===== src/rtl/demux_frame_sequencer_pkg.sv =====
// Shared types and constants for the 8-way demux frame sequencer.
// Latency: n/a (types, constants and a pure helper function only).
// Backpressure: n/a.
//
// Contents:
//   state_e       - sequencer FSM states
//   SLOTS         - number of demux outputs / word bits per frame
//   sel_for_slot  - select code that routes word bit k to demux output k
package demux_seq_pkg;

  typedef enum logic [1:0] {
    IDLE  = 2'd0,
    SLOT  = 2'd1,
    BLANK = 2'd2
  } state_e;

  localparam int SLOTS  = 8;
  localparam int DATA_W = 8;
  localparam int SEL_W  = 3;
  localparam int CNT_W  = 4;

  // The demux decodes select code c to output (7 - c), so inverting the slot
  // index lands word bit k on output k.
  function automatic logic [SEL_W-1:0] sel_for_slot(input logic [SEL_W-1:0] k);
    return ~k;
  endfunction

endpackage


===== src/rtl/demux_frame_sequencer_if.sv =====
// Handshake + demux drive bundle between the upstream word source and the sequencer.
// Latency: n/a (wires only).
// Backpressure: in_valid/in_ready; a word transfers when both are high at a rising edge.
//
// Signals:
//   in_valid, in_data (8) - word offered by the source (master drives)
//   in_ready              - sequencer can accept a word (slave drives)
//   i0, s2, s1, s0        - demux data input and select lines (s2 = MSB)
//   slot_strobe, slot_idx - current slot is valid / word bit index presented
//   busy, done            - frame in progress / one-cycle end-of-frame pulse
import demux_seq_pkg::*;

interface demux_frame_sequencer_if;

  logic              in_valid;
  logic              in_ready;
  logic [DATA_W-1:0] in_data;
  logic              i0;
  logic              s2;
  logic              s1;
  logic              s0;
  logic              slot_strobe;
  logic [SEL_W-1:0]  slot_idx;
  logic              busy;
  logic              done;

  // Word source side.
  modport master (
    output in_valid, in_data,
    input  in_ready, i0, s2, s1, s0, slot_strobe, slot_idx, busy, done
  );

  // Sequencer side.
  modport slave (
    input  in_valid, in_data,
    output in_ready, i0, s2, s1, s0, slot_strobe, slot_idx, busy, done
  );

endinterface


===== src/rtl/demux_frame_sequencer_slot_timer.sv =====
// Slot hold counter: counts 0..HOLD_CYCLES-1 while a slot is active.
// Latency: expire is combinational from the registered count (high in the last slot cycle).
// Backpressure: none; restart forces the count back to 0.
//
// Ports:
//   clk     - rising-edge clock
//   rst     - asynchronous active-high reset (count -> 0)
//   restart - hold the count at 0 (asserted whenever no slot is active)
//   expire  - last cycle of the current slot
import demux_seq_pkg::*;

module slot_timer #(
  parameter int HOLD_CYCLES = 1
) (
  input  logic clk,
  input  logic rst,
  input  logic restart,
  output logic expire
);

  localparam logic [CNT_W-1:0] LAST = CNT_W'(HOLD_CYCLES - 1);

  logic [CNT_W-1:0] cnt_q;
  logic [CNT_W-1:0] cnt_d;

  always_comb begin
    cnt_d = cnt_q + 1'b1;
    if (restart || cnt_q == LAST) begin
      // Wrapping on LAST lets consecutive slots run without a restart pulse.
      cnt_d = '0;
    end
  end

  always_ff @(posedge clk or posedge rst) begin
    if (rst) begin
      cnt_q <= '0;
    end else begin
      cnt_q <= cnt_d;
    end
  end

  assign expire = ~restart & (cnt_q == LAST);

endmodule


===== src/rtl/demux_frame_sequencer.sv =====
// Serialises an 8-bit word across an 8-way demux: slot k drives select ~k and i0 = word[k].
// Latency: word accepted at edge T presents slot 0 from T+1; each slot lasts HOLD_CYCLES.
// Backpressure: in_ready high only in IDLE (and never during reset); one word per frame.
//
// Parameters:
//   HOLD_CYCLES - cycles each slot is held, 1..16
// Build option:
//   DEMUX_SEQ_BLANK_EN - insert one BLANK cycle (i0 = 0, select advances) between slots
// Ports:
//   clk - rising-edge clock
//   rst - asynchronous active-high reset; aborts any frame without a done pulse
//   bus - demux_frame_sequencer_if.slave (handshake in, demux drive + status out)
import demux_seq_pkg::*;

module demux_frame_sequencer #(
  parameter int HOLD_CYCLES = 1
) (
  input  logic                      clk,
  input  logic                      rst,
  demux_frame_sequencer_if.slave    bus
);

  if (HOLD_CYCLES < 1 || HOLD_CYCLES > 16) begin : g_bad_hold
    $error("demux_frame_sequencer: HOLD_CYCLES must be in 1..16");
  end

  state_e            state_q;
  state_e            state_d;
  logic [DATA_W-1:0] word_q;
  logic [DATA_W-1:0] word_d;
  logic [SEL_W-1:0]  k_q;
  logic [SEL_W-1:0]  k_d;
  logic              i0_q;
  logic              i0_d;
  logic [SEL_W-1:0]  sel_q;
  logic [SEL_W-1:0]  sel_d;
  logic              strobe_q;
  logic              strobe_d;
  logic              busy_q;
  logic              busy_d;
  logic              done_q;
  logic              done_d;

  logic              in_ready;
  logic              restart;
  logic              expire;

  // Combinational so that no word can be taken while reset is held.
  assign in_ready = (state_q == IDLE) & ~rst;

  // The counter only runs inside SLOT; it sits at 0 in IDLE and BLANK.
  assign restart = (state_q != SLOT);

  slot_timer #(
    .HOLD_CYCLES (HOLD_CYCLES)
  ) u_slot_timer (
    .clk     (clk),
    .rst     (rst),
    .restart (restart),
    .expire  (expire)
  );

  always_comb begin
    state_d = state_q;
    word_d  = word_q;
    k_d     = k_q;
    done_d  = 1'b0;

    case (state_q)
      IDLE: begin
        if (bus.in_valid && in_ready) begin
          word_d  = bus.in_data;
          k_d     = '0;
          state_d = SLOT;
        end
      end
      SLOT: begin
        if (expire) begin
          if (k_q == SEL_W'(SLOTS - 1)) begin
            k_d     = '0;
            done_d  = 1'b1;
            state_d = IDLE;
          end else begin
            k_d = k_q + 1'b1;
`ifdef DEMUX_SEQ_BLANK_EN
            state_d = BLANK;
`else
            state_d = SLOT;
`endif
          end
        end
      end
`ifdef DEMUX_SEQ_BLANK_EN
      BLANK: begin
        state_d = SLOT;
      end
`endif
      default: begin
        state_d = IDLE;
      end
    endcase

    // Outputs are registered from the next state so they line up with it.
    // k_d is 0 whenever the next state is IDLE, which gives select 3'b111 there;
    // in BLANK the select already shows the upcoming slot while i0 stays 0.
    i0_d     = (state_d == SLOT) & word_d[k_d];
    sel_d    = sel_for_slot(k_d);
    strobe_d = (state_d == SLOT);
    busy_d   = (state_d != IDLE);
  end

  always_ff @(posedge clk or posedge rst) begin
    if (rst) begin
      state_q  <= IDLE;
      word_q   <= '0;
      k_q      <= '0;
      i0_q     <= 1'b0;
      sel_q    <= 3'b111;
      strobe_q <= 1'b0;
      busy_q   <= 1'b0;
      done_q   <= 1'b0;
    end else begin
      state_q  <= state_d;
      word_q   <= word_d;
      k_q      <= k_d;
      i0_q     <= i0_d;
      sel_q    <= sel_d;
      strobe_q <= strobe_d;
      busy_q   <= busy_d;
      done_q   <= done_d;
    end
  end

  assign bus.in_ready              = in_ready;
  assign bus.i0                    = i0_q;
  assign {bus.s2, bus.s1, bus.s0}  = sel_q;
  assign bus.slot_strobe           = strobe_q;
  assign bus.slot_idx              = k_q;
  assign bus.busy                  = busy_q;
  assign bus.done                  = done_q;

endmodule

===== src/flat_wrapper.sv =====
// flat-port wrapper written by rule: the top's interface ports become plain ports
module demux_frame_sequencer_flat 
#(
  parameter int HOLD_CYCLES = 1
)
  (clk, rst, bus_in_valid, bus_in_data, bus_in_ready, bus_i0, bus_s2, bus_s1, bus_s0, bus_slot_strobe, bus_slot_idx, bus_busy, bus_done);
  demux_frame_sequencer_if bus_i ();
  input  logic clk;
  input  logic rst;
  input wire logic [$bits(bus_i.in_valid)-1:0] bus_in_valid;
  input wire logic [$bits(bus_i.in_data)-1:0] bus_in_data;
  output wire logic [$bits(bus_i.in_ready)-1:0] bus_in_ready;
  output wire logic [$bits(bus_i.i0)-1:0] bus_i0;
  output wire logic [$bits(bus_i.s2)-1:0] bus_s2;
  output wire logic [$bits(bus_i.s1)-1:0] bus_s1;
  output wire logic [$bits(bus_i.s0)-1:0] bus_s0;
  output wire logic [$bits(bus_i.slot_strobe)-1:0] bus_slot_strobe;
  output wire logic [$bits(bus_i.slot_idx)-1:0] bus_slot_idx;
  output wire logic [$bits(bus_i.busy)-1:0] bus_busy;
  output wire logic [$bits(bus_i.done)-1:0] bus_done;
  assign bus_i.in_valid = bus_in_valid;
  assign bus_i.in_data = bus_in_data;
  assign bus_in_ready = bus_i.in_ready;
  assign bus_i0 = bus_i.i0;
  assign bus_s2 = bus_i.s2;
  assign bus_s1 = bus_i.s1;
  assign bus_s0 = bus_i.s0;
  assign bus_slot_strobe = bus_i.slot_strobe;
  assign bus_slot_idx = bus_i.slot_idx;
  assign bus_busy = bus_i.busy;
  assign bus_done = bus_i.done;
  demux_frame_sequencer #(.HOLD_CYCLES(HOLD_CYCLES)) u_core (.clk(clk), .rst(rst), .bus(bus_i));
endmodule

===== config.mk =====
export PLATFORM = sky130hd
export DESIGN_NAME = demux_frame_sequencer_flat
export DESIGN_NICKNAME = d
export VERILOG_FILES = /design/src/rtl/demux_frame_sequencer_pkg.sv /design/src/rtl/demux_frame_sequencer_if.sv /design/src/rtl/demux_frame_sequencer_slot_timer.sv /design/src/rtl/demux_frame_sequencer.sv /design/src/flat_wrapper.sv
export SDC_FILE = /design/constraint.sdc
export NUM_CORES = 1
export LEC_CHECK = 0
export CAP_MARGIN = 20
export CELL_PAD_IN_SITES_DETAIL_PLACEMENT = 1
export CELL_PAD_IN_SITES_GLOBAL_PLACEMENT = 2
export CORE_UTILIZATION = 30
export DETAILED_ROUTE_END_ITERATION = 7
export GPL_ROUTABILITY_DRIVEN = 1
export PLACE_DENSITY = 0.74
export SYNTH_ARGS = -nofsm -noshare
export SYNTH_HDL_FRONTEND = slang
export SYNTH_SLANG_ARGS = --single-unit

===== constraint.sdc =====
create_clock -name clk -period 2 [get_ports clk]
set_input_delay 0.6 -clock clk [delete_from_list [all_inputs] [get_ports clk]]
set_output_delay 0.6 -clock clk [all_outputs]
set_load 0.05 [all_outputs]

Word-level counts from Yosys, hierarchy flattened --
Cells that the tools add are included.
Operators by class: add/sub/neg operators 2, $lt $le $gt $ge 1, eq/ne operators 4, muxes and demuxes 16, bitwise operators 6, reduce and logical (&&, ||, !) cells 5
Operators by type and width (count):
- 8-bit two-way mux | 2
- 3-bit two-way mux | 3
- 3-bit one-hot mux with 2 select lines | 1
- 1-bit two-way mux | 5
- 4-bit by 1-bit adder with 4-bit output (second input constant) | 1
- 2-bit by 1-bit == test with 1-bit output (second input constant) | 2
- 4-bit logical NOT | 1
- 3-bit by 4-bit < comparator with 1-bit output (second input constant) | 1
- 2-bit two-way mux | 2
- 4-bit two-way mux | 1
- 2-bit one-hot mux with 2 select lines | 1
- 3-bit by 1-bit adder with 3-bit output (second input constant) | 1
- 1-bit bitwise AND | 3
- 1-bit binary-select mux with 3-bit select | 1
- 3-bit == test (second input constant) | 1
- 3-bit inverter | 1
- 2-bit logical NOT | 1
- 2-bit by 1-bit != test with 1-bit output (second input constant) | 1
- 1-bit inverter | 2
- 2-bit nonzero test | 1
- 1-bit logical AND | 1
- 1-bit logical OR | 1
Word-level totals: bits in registers 24, bits of input ports 11, output and inout bits 11, word-level logic and storage cells 43

Longest topological paths before layout --
Gate-level depths: netlist of the first run.
word-level depth 8, gate-level depth with buffers 10, gate-level depth less buffers 8

Cells and area by module --
A second synthesis of the first run with hierarchy kept.
Unflattened totals: cells, all modules 92, area total of the unflattened synthesis 1138.6 µm²
By module, submodules not included:
- demux_frame_sequencer | instances 1, cells each 72, area an instance 935.9 µm², seq. area each 504.2 µm²
- slot_timer | instances 1, cells each 20, area an instance 202.7 µm², seq. area each 100.1 µm²

Least setup slack after synthesis of the first run --
OpenSTA, ideal clock, no wires.
path kind register to register, from register u_core.k_q[1] (netlist: u_core.bus.slot_idx[1]), to register u_core.i0_q (netlist: u_core.bus.i0), library setup time 82 ps, arrival 2229 ps, required time 1918 ps, path slack -310 ps, cell stages (with the launch flop) 9, path buffers 0, period minus slack after synthesis 2310 ps, cells stage by stage dfrtp_1 -> ha_1 -> ha_1 -> nor3_1 -> mux2_4 -> a22oi_1 -> inv_1 -> or3_1 -> a31oi_1
Between the ends: longest elaborated chain between the ends 7, elaborated cells on any way between the ends 13, those cells by class add/sub: 1; eq/ne: 2; mux: 9; bitwise: 1
Ends and longest elaborated chain:
- start: declaration | RTL line demux_frame_sequencer.sv:31 | logic [SEL_W-1:0] k_q;
- start signal: assignment | RTL line demux_frame_sequencer.sv:125 | k_q <= k_d;
- 3-bit == test | RTL line demux_frame_sequencer.sv:79 | if (k_q == SEL_W'(SLOTS - 1)) begin
- 3-bit two-way mux | RTL line demux_frame_sequencer.sv:79
- 3-bit two-way mux | RTL line demux_frame_sequencer.sv:78 | if (expire) begin
- 3-bit one-hot mux with 2 select lines | RTL line demux_frame_sequencer.sv:69 | case (state_q)
- named net u_core.k_d[0] | RTL line demux_frame_sequencer.sv:32 | logic [SEL_W-1:0] k_d;
- 1-bit binary-select mux with 3-bit select | RTL line demux_frame_sequencer.sv:106 | i0_d = (state_d == SLOT) & word_d[k_d];
- 1-bit two-way mux (not written as such) | RTL line demux_frame_sequencer.sv:106
- 1-bit bitwise AND | RTL line demux_frame_sequencer.sv:106
- named net u_core.i0_d | RTL line demux_frame_sequencer.sv:34 | logic i0_d;
- end signal: assignment | RTL line demux_frame_sequencer.sv:126 | i0_q <= i0_d;
- end: declaration | RTL line demux_frame_sequencer.sv:33 | logic i0_q;
The timed path passes the listed nets, and every way through them passes these cells. The select of a mux whose other input is x is not followed.

Worst setup path after layout of the first run --
from register u_core.u_slot_timer.cnt_q[1], to register u_core.i0_q (netlist: u_core.bus.i0)
Between the ends: longest elaborated chain between the ends 7, elaborated cells on any way between the ends 10, those cells by class eq/ne: 1; mux: 6; bitwise: 2; reduce/logical: 1
Ends and longest elaborated chain:
- start: declaration | RTL line demux_frame_sequencer_slot_timer.sv:23 | logic [CNT_W-1:0] cnt_q;
- start signal: assignment | RTL line demux_frame_sequencer_slot_timer.sv:38 | cnt_q <= cnt_d;
- 4-bit logical NOT (*) | RTL line demux_frame_sequencer_slot_timer.sv:42 | assign expire = ~restart & (cnt_q == LAST);
- 1-bit bitwise AND (*) | RTL line demux_frame_sequencer_slot_timer.sv:42
- 3-bit two-way mux | RTL line demux_frame_sequencer.sv:78
- 3-bit one-hot mux with 2 select lines | RTL line demux_frame_sequencer.sv:69
- 1-bit binary-select mux with 3-bit select | RTL line demux_frame_sequencer.sv:106
- 1-bit two-way mux (not written as such) | RTL line demux_frame_sequencer.sv:106
- 1-bit bitwise AND (*) | RTL line demux_frame_sequencer.sv:106
- named net u_core.i0_d | RTL line demux_frame_sequencer.sv:34
The timed path passes the listed nets; every way through them passes the cells marked *. The select of a mux whose other input is x is not followed.

==> results.tsv, run 1 <==
metric	value	unit
required	2.16	ns
seq_area_frac_synth	53.5	%
wl_per_cell	14.8	microns
dpl-instance-area	1550	sq um
power.net_switching	464	uW
cp_top_family	compound AO/OA/AOI/OAI gates	
clock_sinks	24	
max_freq	0.450	GHz
final_cell_mix	buf_4 (31), dfrtp_1 (19), clkdlybuf4s50_1 (8)	
hold_class	reg2reg	
area_growth	54.1	%
synth-xor-area-share	1.55	%
period_minus_slack	2.22	ns
finClkSkew	0.00894	ns
cp.depth	10	
track_usage	15.0	%
synth_nets	101	
whs	0.507	ns
num_rows	21	
finalCritPeriodShare	111	%
fin_tns_setup	-0.224	ns
hold_buffers	0	
antenna_cells	0	
postLayoutCoreUtil	50.1	%
cellLeakagePower	0.829	nW
synthDistinctLibCells	30	
regArea	607	sq um
r2r_slack	-0.22	ns
worst_r2r_path_depth	10	
slowest_stage	dfrtp_1	
power.internal	1.10	mW
die_w	63.3	microns
status	finished with violations	
maxCapViolCount	0	
layout_setup_ws	-0.224	ns
antenna_found_initial	0	
clk_pin_slew	0.09	ns
max-vdd-ir-drop	0.371	mV
grt_max_degree	25	
synth_seq_cells	24	
syn_inst	86	
p_comb_share	34.1	%
synthTopCellsByArea	dfrtp_1 (47%), mux2_2 (8.0%), dfstp_2 (7.0%), ha_1 (4.4%), mux2_4 (4.0%)	
hold_viol	0	
critPathBufInv	3	
gp_congestion	0.710	
seq_power_share	38.5	%
final_cell_area	1740	sq um
cts_tree	built	
whs_path_depth	1	
critPathArrivalTime	2.38	ns
core	3470	sq um
path_cells	inv_2 -> ha_4 -> nor3b_4 -> buf_6 -> nor2_2 -> a221o_2 -> buf_4 -> mux2_4 -> a2bb2oi_2 -> a31oi_1	
place_hpwl	1.97	mm
vias	838	
totalPowerFinal	1.56	mW
setup_viol	1	
synth_top_cell_by_area	dfrtp_1	
firstDrtPassIters	5	
wirelength	2.70	mm
drive_gt1_share	54.4	%
route.detailed.drc	0	
drt.antenna.violating_nets	0	
initial_core_util	32.5	%
nNetsFinal	152	
final_cells	182	
fillers	383	
clkPwrFrac	27.4	%
violations	negative setup slack	
synth_area	1130	sq um
overflow	0	
portBuffers	21	
synthMuxAreaShare	14.6	%
die_area	4010	sq um
viasPerCell	4.60	
synth_top_family_by_area	multiplexers	
ios	22	
final_common_cell	buf_4	
syn_avg_cell_area	13.1	sq um
clock_path_buffers	2	
cts_buffers	3	
crit_path_end_kind	flop	
grt_pass1_wl	4.63	mm
ys.warnings.count	0	
cp_max_fo	5	
first_iter_violations	24	
p_sw_share	29.6	%
synthAdderAreaFrac	4.43	%
maxSlewViolCount	0	
max_stage_delay	0.40	ns
rsz0062_at_grt	yes	
dpl_worst_slack	-0.650	ns
setup.worst_path.class	reg2reg	
placed_cells	171	
start_kind	flop	
synth_top_area_share	46.6	%
synth_compound_area_share	7.98	%
clock_latency	0.27	ns
first_global_vias	974	
powerDensity	899	nW/um^2
root_buffer	clkbuf_8	
htreeDepth	1	
die_h	63.3	microns
synth-simple-area-share	12.2	%
multiInputGateArea	518	sq um
synth_stat cells:
| cell | instances |
|---|---|
| dfrtp_1 | 21 |
| mux2_2 | 8 |
| inv_1 | 7 |
| nor2_1 | 5 |
| a31oi_1 | 4 |
| ha_1 | 4 |
| nor3_1 | 4 |
| dfstp_2 | 3 |
| mux2_4 | 3 |
| mux2i_1 | 3 |
| buf_6 | 2 |
| nand2_1 | 2 |
| nor3b_4 | 2 |
| or3_1 | 2 |
| a221o_1 | 1 |
| a22oi_1 | 1 |
| a22oi_4 | 1 |
| a2bb2oi_2 | 1 |
| buf_4 | 1 |
| conb_1 | 1 |
| inv_2 | 1 |
| nand2b_1 | 1 |
| nand3_1 | 1 |
| nor2b_1 | 1 |
| nor2b_2 | 1 |
| nor3b_1 | 1 |
| o21bai_2 | 1 |
| or2b_1 | 1 |
| xnor2_1 | 1 |
| xor2_1 | 1 |
state kept, by name, summed over array words and instances, names as in the netlist:
register                   count
u_core.bus.busy                1
u_core.bus.done                1
u_core.bus.i0                  1
u_core.bus.slot_idx            3
u_core.bus.slot_strobe         1
u_core.sel_q                   3
u_core.state_q                 2
u_core.u_slot_timer.cnt_q      4
u_core.word_q                  8
cell type report:
| type | count | area share [%] |
|---|---|---|
| Clock buffer | 3 | 2.37 |
| Tap cell | 46 | 3.31 |
| Sequential cell | 24 | 34.9 |
| Clock inverter | 1 | 1.73 |
| Inverter | 8 | 1.73 |
| Multi-Input combinational cell | 51 | 29.8 |
| Timing Repair Buffer | 49 | 26.2 |
layer usage:
layer,part of all wire (%),up-vias,GRT usage [%]
li1,-,391,-
met1,44,428,17.9
met2,53,17,27.7
met3,2.4,2,1.63
met4,0.85,0,5.11
met5,0,-,0
repair_timing:
action                                  4_1_cts  5_1_grt
gates resized for setup                      13        6
endpoints found under the setup margin        2        1
pin swaps                                     4        4
buffers inserted                              3        4
power groups by stage:
stage          clock network [mW]  logic (mW)  registers, mW
3_5_place_dp                    0       0.501          0.612
4_1_cts                     0.435       0.524          0.603
2_1_floorplan                   0       0.186          0.713
3_3_place_gp                    0       0.486          0.605
6_report                    0.428       0.534          0.602
5_1_grt                     0.460       0.565          0.610
cells by family (layout without fill, tap and decap cells):
logic type,after synthesis,count (layout)
flops,24,24
fa+ha+maj,4,4
other cells,1,1
compound gates,9,9
buf+inv,11,61
mux,14,14
xor+xnor,2,2
simple gates,21,21
path summary, 6_finish.rpt:
kind | start | to
max | u_core.u_slot_timer.cnt_q[1]$_DFF_PP0_ | u_core.bus.i0$_DFF_PP0_
min | u_core.word_q[5]$_DFF_PP0_ | u_core.word_q[5]$_DFF_PP0_
max reg2reg | u_core.u_slot_timer.cnt_q[1]$_DFF_PP0_ | u_core.bus.i0$_DFF_PP0_
min reg2reg | u_core.word_q[5]$_DFF_PP0_ | u_core.word_q[5]$_DFF_PP0_
max in group asynchronous | rst | u_core.sel_q[2]$_DFF_PP1_
min in group asynchronous | rst | u_core.bus.busy$_DFF_PP0_
(Power assumes the default switching activity.)
==> run 2, diff against run 1 <==
ABC_AREA = 0   (was not set)
PLACE_DENSITY = 0.75   (was 0.74)
SYNTH_HIERARCHICAL = 1   (was not set)
==> run 2 against run 1 <==
Net effect: the flow still finishes with violations (negative setup slack); non-clock buffer count grew 8; sequential power grew 3%; final area increased by 3.5%; clock power is 33% lower; critical path type unchanged; largest power group is now combinational logic; wire length increased by 16%.
==> results.tsv, run 2 <==
metric	value	unit	change
status	finished with violations		
violations	negative setup slack		
syn_inst	92		+7.0%
area_growth	58.0	%	
first_iter_violations	22		-8.3%
antenna_cells	0		unchanged
required	2.15	ns	about the same
cp_max_fo	5		unchanged
wirelength	3.14	mm	+16%
synth_area	1140	sq um	+0.89%
max_freq	0.434	GHz	-3.5%
synth_top_cell_by_area	dfrtp_1		
cts_buffers	3		unchanged
gp_congestion	0.784		+10%
firstDrtPassIters	4		-1
totalPowerFinal	1.64	mW	+4.9%
die_w	63.6	microns	+0.43%
p_sw_share	34.5	%	+4.9 points
final_common_cell	buf_4		
async_flop_share	100	%	unchanged
hold_buffers	0		unchanged
powerDensity	912	nW/um^2	+1.4%
core	3660	sq um	+5.6%
start_kind	flop		
ys.flop_type	dfrtp_1		
synth_common_cells	dfrtp_1 (21), mux2_2 (9), inv_1 (8)		
synth_nets	107		+5.9%
hold_viol	0		unchanged
setup_viol	2		+1
antenna_found_initial	0		unchanged
initial_core_util	31.1	%	-1.4 points
die_h	63.6	microns	+0.43%
synth-edff-count	0		unchanged
wl_per_cell	15.9	microns	+7.0%
drive_gt1_share	54.0	%	-0.41 points
finClkSkew	0.00273	ns	-0.00622 ns
num_rows	22		+4.8%
p_comb_share	44.6	%	+10 points
fin_tns_setup	-0.427	ns	-0.203 ns
first_global_vias	1035		+6.3%
power.net_switching	566	uW	+22%
synthDistinctLibCells	32		+6.7%
vias	939		+12%
syn_avg_cell_area	12.4	sq um	-5.7%
cellLeakagePower	0.848	nW	+2.2%
whs_path_depth	1		unchanged
portBuffers	21		unchanged
htreeDepth	1		unchanged
hold_class	reg2reg		
grt_pass1_wl	4.89	mm	+5.7%
synth_top_area_share	46.2	%	-0.41 points
setup.worst_path.class	reg2reg		
top_register	u_core/word_q		
r2r-end	u_core/bus.i0$_DFF_PP0_		
grt_max_degree	21		-16%
track_usage	16.1	%	+1.1 points
worst_r2r_path_depth	10		unchanged
period_minus_slack	2.31	ns	+0.0817 ns
layout_setup_ws	-0.306	ns	-0.0817 ns
overflow	0		unchanged
maxCapViolCount	0		unchanged
synth_seq_cells	24		unchanged
largest_reg_flops	8		unchanged
finalCritPeriodShare	115	%	+4.1 points
place_hpwl	2.25	mm	+14%
drt.antenna.violating_nets	0		unchanged
ios	22		unchanged
final_cell_mix	buf_4 (41), dfrtp_1 (18), clkdlybuf4s50_1 (9)		
crit_path_end_kind	flop		
cts_tree	built		
seq_area_frac_synth	53.1	%	-0.47 points
power.internal	1.07	mW	-2.4%
max-vdd-ir-drop	0.571	mV	+54%
rsz0062_at_grt	yes		
top_regs	u_core/word_q (8), u_core/u_slot_timer/cnt_q (4)		
clock_path_buffers	2		unchanged
ys.warnings.count	6		+6
r2r-start	u_core/u_slot_timer/cnt_q[0]$_DFF_PP0_		
synthTopCellsByArea	dfrtp_1 (46%), mux2_2 (8.9%), dfstp_2 (6.9%), ha_1 (4.4%), mux2i_1 (2.6%)		
clock_sinks	24		unchanged
min_from	u_core/word_q[1]$_DFF_PP0_		
seq_power_share	37.8	%	-0.7 points
nNetsFinal	166		+9.2%
clock_latency	0.26	ns	about the same
die_area	4050	sq um	+0.85%
route.detailed.drc	0		unchanged
yosysMostFrequentCell	dfrtp_1		
hold_end	u_core/word_q[1]$_DFF_PP0_		
critPathArrivalTime	2.46	ns	+0.08 ns
clkPwrFrac	17.5	%	-9.9 points
r2r_slack	-0.31	ns	-0.08 ns
maxSlewViolCount	0		unchanged
viasPerCell	4.74		+3.0%
root_buffer	clkbuf_8		
clk_pin_slew	0.08	ns	about the same
run 2: cell count changes in the layout (fill, tap and decap cells not counted), moves of 3 or more:
cell	before	now
mux2_4	6	2
a211oi_1	0	4
buf_4	31	41
mux2_2	5	8
run 2: logic make-up (layout without fill, tap and decap cells):
kind of cell / count (synthesis) / count (layout) / synth area share [%]
buffers and inverters: 11 / 69 / 5.05
muxes: 13 / 13 / 12.5
DFF: 24 / 24 / 53.1
and+or+nand+nor: 22 / 22 / 13.7
AOI/OAI and AO/OA: 16 / 16 / 10.1
adders and majority gates: 4 / 4 / 4.40
xor gates and xnor gates: 1 / 1 / 0.769
other: 1 / 1 / 0.329
run 2: through the flow:
stage / utilization [%] / setup slack, ns / hold slack, ns / cell area [sq um] / instances
3_5_place_dp: 45.7 / -0.573 / 0.490 / 1670 / 188
3_3_place_gp: 45.7 / -0.469 / 0.480 / 1670 / 188
2_1_floorplan: - / -0.376 / 0.366 / 1180 / 92
5_1_grt: 49.1 / -0.392 / 0.524 / 1800 / 198
6_report: 49.1 / -0.306 / 0.505 / 1800 / 198
4_1_cts: 47.7 / -0.278 / 0.510 / 1750 / 194
run 2: critical path, cell delays in order, from the launching register on:
cell,delay [ns]
dfrtp_1,0.40
inv_2,0.08
ha_4,0.14
nand2b_4,0.06
nor3_4,0.20
or4b_4,0.50
a21oi_4,0.18
a21oi_4,0.08
mux2_4,0.31
o2111ai_2,0.17
nand2_1,0.07
run 2: worst max path at each step:
stage | from | to
after global routing | u_core/u_slot_timer/cnt_q[1]$_DFF_PP0_ | u_core/bus.i0$_DFF_PP0_
after detailed placement | rst | u_core/bus.i0$_DFF_PP0_
after global placement | rst | u_core/bus.i0$_DFF_PP0_
final | u_core/u_slot_timer/cnt_q[0]$_DFF_PP0_ | u_core/bus.i0$_DFF_PP0_
after floorplan | u_core/state_q[0]$_DFF_PP0_ | u_core/bus.i0$_DFF_PP0_
after CTS | u_core/state_q[1]$_DFF_PP0_ | u_core/bus.i0$_DFF_PP0_
run 2: power groups by stage:
stage / logic, mW / registers, mW / clock network [mW]
global route: 0.775 / 0.629 / 0.322
finish: 0.732 / 0.621 / 0.287
detailed placement: 0.704 / 0.631 / 0
global placement: 0.684 / 0.625 / 0
floorplan: 0.223 / 0.786 / 0
CTS: 0.722 / 0.622 / 0.304
run 2: what timing repair did:
item | CTS | global route
buffers inserted | 3 | 4
setup endpoints to repair | 3 | 2
gates cloned | 0 | 0
gates resized for setup | 4 | 6
pin swaps | 3 | 2
run 2: area by class of cell:
type	count	area, sq um
Clock buffer	4	45.0
Fill cell	394	1860
Inverter	8	30.0
Multi-Input combinational cell	57	547
Sequential cell	24	608
Tap cell	48	60.1
Timing Repair Buffer	57	509
run 2: per-layer routing:
metal,wire [microns],vias to the layer above,track usage [%]
li1,-,435,-
met1,1190,478,16.9
met2,1830,22,31.5
met3,103,4,2.36
met4,24,0,6.25
met5,0,-,0
==> run 3, diff against run 2 <==
CAP_MARGIN = not set   (was 20)
==> results of run 3 <==
No change in the layout: final DEF, timing and power equal those of run 2.
